[src/rtl/alu_unit.sv]
// Registered N-bit ALU: add/sub/mul/div/mod computed in parallel, opcode-selected result plus side outputs.
// Optional ALU_FLAGS_EN adds registered zero_flag/neg_flag derived from the selected result.
module alu_unit #(
    parameter int N = 4
) (
    input  logic             clk,
    input  logic             rst,
    input  logic [N-1:0]     a,
    input  logic [N-1:0]     b,
    input  logic [2:0]       op,
    input  logic             op_sum,
    input  logic             op_subt,
    output logic [N-1:0]     result,
    output logic [N-1:0]     sumResult,
    output logic [N-1:0]     subResult,
    output logic [N-1:0]     diviResult,
    output logic [N-1:0]     moduResult,
    output logic [2*N-1:0]   multiResult,
    output logic             carryingSum,
    output logic             carryingSub
`ifdef ALU_FLAGS_EN
    ,
    output logic             zero_flag,
    output logic             neg_flag
`endif
);

    logic [2:0]     code;
    logic [N:0]     sum_next;
    logic [N:0]     sub_next;
    logic [2*N-1:0] mul_next;
    logic [N-1:0]   quot_next;
    logic [N-1:0]   rem_next;
    logic [N-1:0]   div_rem;
    logic [N:0]     div_trial;
    logic [N-1:0]   and_bits;
    logic [N-1:0]   or_bits;
    logic [N-1:0]   xor_bits;
    logic [N-1:0]   result_next;

    // Push buttons pull low when pressed, so the working opcode is the inverse.
    assign code     = ~op;
    assign sum_next = {1'b0, a} + {1'b0, b};
    assign sub_next = {1'b0, a} - {1'b0, b};
    assign mul_next = {{N{1'b0}}, a} * {{N{1'b0}}, b};

    for (genvar gi = 0; gi < N; gi++) begin : g_logic_lane
        assign and_bits[gi] = a[gi] & b[gi];
        assign or_bits[gi]  = a[gi] | b[gi];
        assign xor_bits[gi] = a[gi] ^ b[gi];
    end

    // Restoring division, MSB first. With b=0 every trial succeeds, which
    // naturally yields an all-ones quotient and a remainder equal to a.
    always_comb begin
        quot_next = '0;
        div_rem   = '0;
        div_trial = '0;
        for (int i = N - 1; i >= 0; i--) begin
            div_trial = {div_rem, a[i]};
            if (div_trial >= {1'b0, b}) begin
                quot_next[i] = 1'b1;
                div_trial    = div_trial - {1'b0, b};
            end
            div_rem = div_trial[N-1:0];
        end
        rem_next = div_rem;
    end

    always_comb begin
        result_next = sum_next[N-1:0];
        if (op_sum) begin
            result_next = sum_next[N-1:0];
        end else if (op_subt) begin
            result_next = sub_next[N-1:0];
        end else begin
            case (code)
                3'd0: result_next = sum_next[N-1:0];
                3'd1: result_next = sub_next[N-1:0];
                3'd2: result_next = mul_next[N-1:0];
                3'd3: result_next = quot_next;
                3'd4: result_next = rem_next;
                3'd5: result_next = and_bits;
                3'd6: result_next = or_bits;
                default: result_next = xor_bits;
            endcase
        end
    end

    always_ff @(posedge clk or posedge rst) begin
        if (rst) begin
            result      <= '0;
            sumResult   <= '0;
            subResult   <= '0;
            diviResult  <= '0;
            moduResult  <= '0;
            multiResult <= '0;
            carryingSum <= 1'b0;
            carryingSub <= 1'b0;
`ifdef ALU_FLAGS_EN
            zero_flag   <= 1'b0;
            neg_flag    <= 1'b0;
`endif
        end else begin
            result      <= result_next;
            sumResult   <= sum_next[N-1:0];
            subResult   <= sub_next[N-1:0];
            diviResult  <= quot_next;
            moduResult  <= rem_next;
            multiResult <= mul_next;
            carryingSum <= sum_next[N];
            carryingSub <= sub_next[N];
`ifdef ALU_FLAGS_EN
            zero_flag   <= (result_next == '0);
            neg_flag    <= result_next[N-1];
`endif
        end
    end

endmodule

[config.mk]
export PLATFORM = sky130hd
export DESIGN_NAME = alu_unit
export DESIGN_NICKNAME = d
export VERILOG_FILES = /design/src/rtl/alu_unit.sv
export SDC_FILE = /design/constraint.sdc
export NUM_CORES = 1
export LEC_CHECK = 0
export BUFFER_PORTS_ARGS = -buffer_cell sky130_fd_sc_hd__buf_4
export CAP_MARGIN = 10
export CORE_AREA = 5 5 73 75
export CTS_CLUSTER_SIZE = 8
export DETAILED_ROUTE_END_ITERATION = 8
export DIE_AREA = 0 0 78 80
export GPL_ROUTABILITY_DRIVEN = 0
export GPL_TIMING_DRIVEN = 0
export PLACE_DENSITY = 0.83
export SLEW_MARGIN = 40
export SYNTH_ARGS = -nofsm -noshare
export SYNTH_HDL_FRONTEND = slang
export SYNTH_SLANG_ARGS = --single-unit
[constraint.sdc]
create_clock -name clk -period 0.9 [get_ports clk]
set_clock_uncertainty 0.1 [all_clocks]
set_input_delay 0.045 -clock clk [delete_from_list [all_inputs] [get_ports clk]]
set_output_delay 0.045 -clock clk [all_outputs]
set_load 0.01 [all_outputs]
==> metrics <==
area delta synth->final=52.6%; overall die area=6240 um^2; IO buf count=42; Post-Synthesis Cells=266; count leader, synth=ha_1; synthesized area=2530 um^2; final setup vio count=57; Max Slew Vio Count=0; fin worst setup slack=-4140 ps; final design utilization=a little over four fifths; clock net sink count=29; clock tree buffer depth=2; CP peak stage delay=350 ps; Post-Syn Nets=around 330; initial antenna violation count=0; worst-path fanout max=5; switching power=2.43 mW; Tmin final=between 5000 and 6000 ps; Worst-path clk slew=around 80 ps; Avg Inst Size Synth=9.51 um^2; share of post-route cells with drive strength above 1=roughly 44%; global-route usage over all layers=25.0%; die height=80 um; Placement Rows=25; fraction of registers with async set or reset after synthesis=100%; Switching Fraction=36.1%; status=complete, but fails checks; via count=between 2k and 3k; post-synthesis compound-gate area fraction=18.7%; number of flops mapped to enable cells by yosys=0; crit path DAT=5110 ps; # IOs=45; Fin. Hold Viols=30; overall routed net length=9.19 mm; number of global-route vias before repair=roughly 2.5k; setup slack after placement=-5030 ps; power density of the placed cells=~1700 nW/um^2; XOR/XNOR Fraction of Synth Area=just over 4%; CTS tree=built; fmax=around 200 MHz; drt wl/cell=22.3 um; largest family of logic cells by synthesized area=adder cells; Num CTS Buffers=5; slowest cell on the critical path=mux2_4; Yosys top cell area share=28.7%; Tightest Pin Transition=611 ps; H-tree levels=2; antenna cells=0; Die Width=78 um; first-iteration detailed-routing DRC count=approximately 330; CP Launch Type=input port; Pint=between 4 and 5 mW; Final Net Count=420; Max VDD drop=0.000978 V; synthesis-stage register bit count=29; WHS=-276 ps; Seq/Total Area, Yosys=28.7%; Finished Layout Cells=412; Seq pwr share=25.9%; worst hold path class=input port to async pin; post-synth cell types=47; Crit. End Element=flip-flop; placed cell count=362; ys flop type=dfrtp_1; final period utilization=560%; Routed Antenna Nets=0; top post-synthesis cells by area=dfrtp_1 (29%), ha_1 (19%), fa_1 (7.1%); first-pass GRT wire length=between 10 and 15 mm; Clock power frac=18.6%; top cells by count, synth=ha_1 (39), inv_1 (31), dfrtp_1 (29), nor2_1 (28), nand2_1 (17); simple-gate share of the synthesized area=10.6%; mux contribution to synthesized area=under 10%; CORE AREA=roughly 4600 um^2; Leak Pwr=1.85 nW; Syn. warnings=0; clock root buffer=clkbuf_8; HPWL after DPL=4.49 mm; Post-Synth Adder-Cell Area=between 20% and 30%; area leader, netlist=dfrtp_1; largest net degree at the start of global routing=30; Starting Density=55.0%; Max-Cap Viols=0; Comb pwr share=~56%; router iterations before antenna repair=6; Setup CP Type=input port to flip-flop; CP Data Required Time=about 970 ps; RSZ-0062 raised after global routing=true; Slew headroom=59.2%; DR vias/cell=6.27; Remaining DRCs=0; gr ovfl total=0; failing checks=negative hold slack, negative setup slack
[worst max-delay path, delay by kind of cell]
family	cells	cell delay (ps)
buffers and inverters	4	390
AO/OA/AOI/OAI	10	1820
multiplexers	3	870
AND/OR/NAND/NOR	6	910
adder cells (fa/ha/maj)	4	1040
[sequential cells by signal, indices dropped and copies added, names as in the netlist]
register,count
multiResult,8
sumResult,3
carryingSum,1
diviResult,4
result,4
moduResult,4
carryingSub,1
subResult,4
[worst max-delay path by stage]
stage	start	slack [ps]	end
final	a[3]	-4140	result[1]
after global routing	a[3]	-4260	result[1]
after CTS	b[0]	-4120	result[1]
after detailed placement	b[1]	-5030	result[1]
after global placement	b[1]	-4920	result[1]
after floorplan	b[1]	-4230	result[1]
[timing repair]
action / in CTS / in global routing
hold endpoints to repair: 30 / 30
endpoints found under the setup margin: 57 / 56
buffers inserted: 25 / 18
resized for setup: 68 / 28
pin swaps: 17 / 7
[cells by family (layout without fill, tap and decap cells)]
logic type	count (synthesis)	after routing
buffers and inverters	38	130
AND/OR/NAND/NOR	60	60
flip-flops	29	29
adder cells (fa/ha/maj)	48	48
multiplexers	12	12
AO/OA/AOI/OAI	67	67
XOR/XNOR	12	12
[stage by stage]
stage               area [um^2]  TNS [ps]  total power [mW]
CTS                        3590    -53320              6.11
global placement           3030    -69940              4.23
floorplan                  2640    -50800              3.42
detailed placement         3030    -65300              4.30
global route               3860    -56120              7.05
finish                     3860    -53770              6.73
[routing by layer]
metal | share of wire (%) | routed length (um) | vias up | track usage (%)
met4 | 5.9 | 544 | 0 | 12.2
li1 | - | - | 1092 | -
met5 | 0 | 0 | - | 0
met2 | 51 | 4660 | 207 | 46.9
met3 | 9.5 | 874 | 64 | 5.19
met1 | 34 | 3120 | 1220 | 26.2
[power groups by stage]
stage	Clock (mW)	Combinational (mW)	Sequential, mW
finish	1.25	3.74	1.75
global route	1.32	3.95	1.78
CTS	1.21	3.15	1.74
detailed placement	0	2.59	1.70
global placement	0	2.53	1.70
floorplan	0	1.55	1.87
[layout make-up]
type / count / area [um^2]
tap: 54 / 67.6
sequential: 29 / 726
clock buffer: 7 / 96.3
fill: 221 / 739
timing repair buffer: 85 / 843
buffer: 6 / 41.3
clock inverter: 1 / 5.00
multi-input combinational: 199 / 1940
inverter: 31 / 139
[placed cells by master (no fill, tap or decap), types with 3 or more instances in the layout]
cell        netlist  final
ha_4              0     10
clkbuf_1          5      4
fa_2              0      3
o21a_1            5      5
nand2_1          17     16
dfrtp_1          29     29
inv_1            31     20
mux2i_1           6      3
a31oi_1           3      3
clkinvlp_4        0      4
xnor2_2           0      3
a211oi_1          6      5
nor3_1            3      3
ha_1             39     27
a21oi_1          16     10
xnor2_1           9      6
a21o_1            4      4
clkbuf_8          0      7
buf_12            0      5
nor2_2            0      4
buf_4             1     43
a21oi_2           1      5
fa_1              9      6
mux2_4            2      5
inv_2             0      6
buf_6             1     37
nor2_1           28     24
o21ai_0          11      9
nand2b_1          3      3
Note: power is estimated with default switching activity, not from simulation.
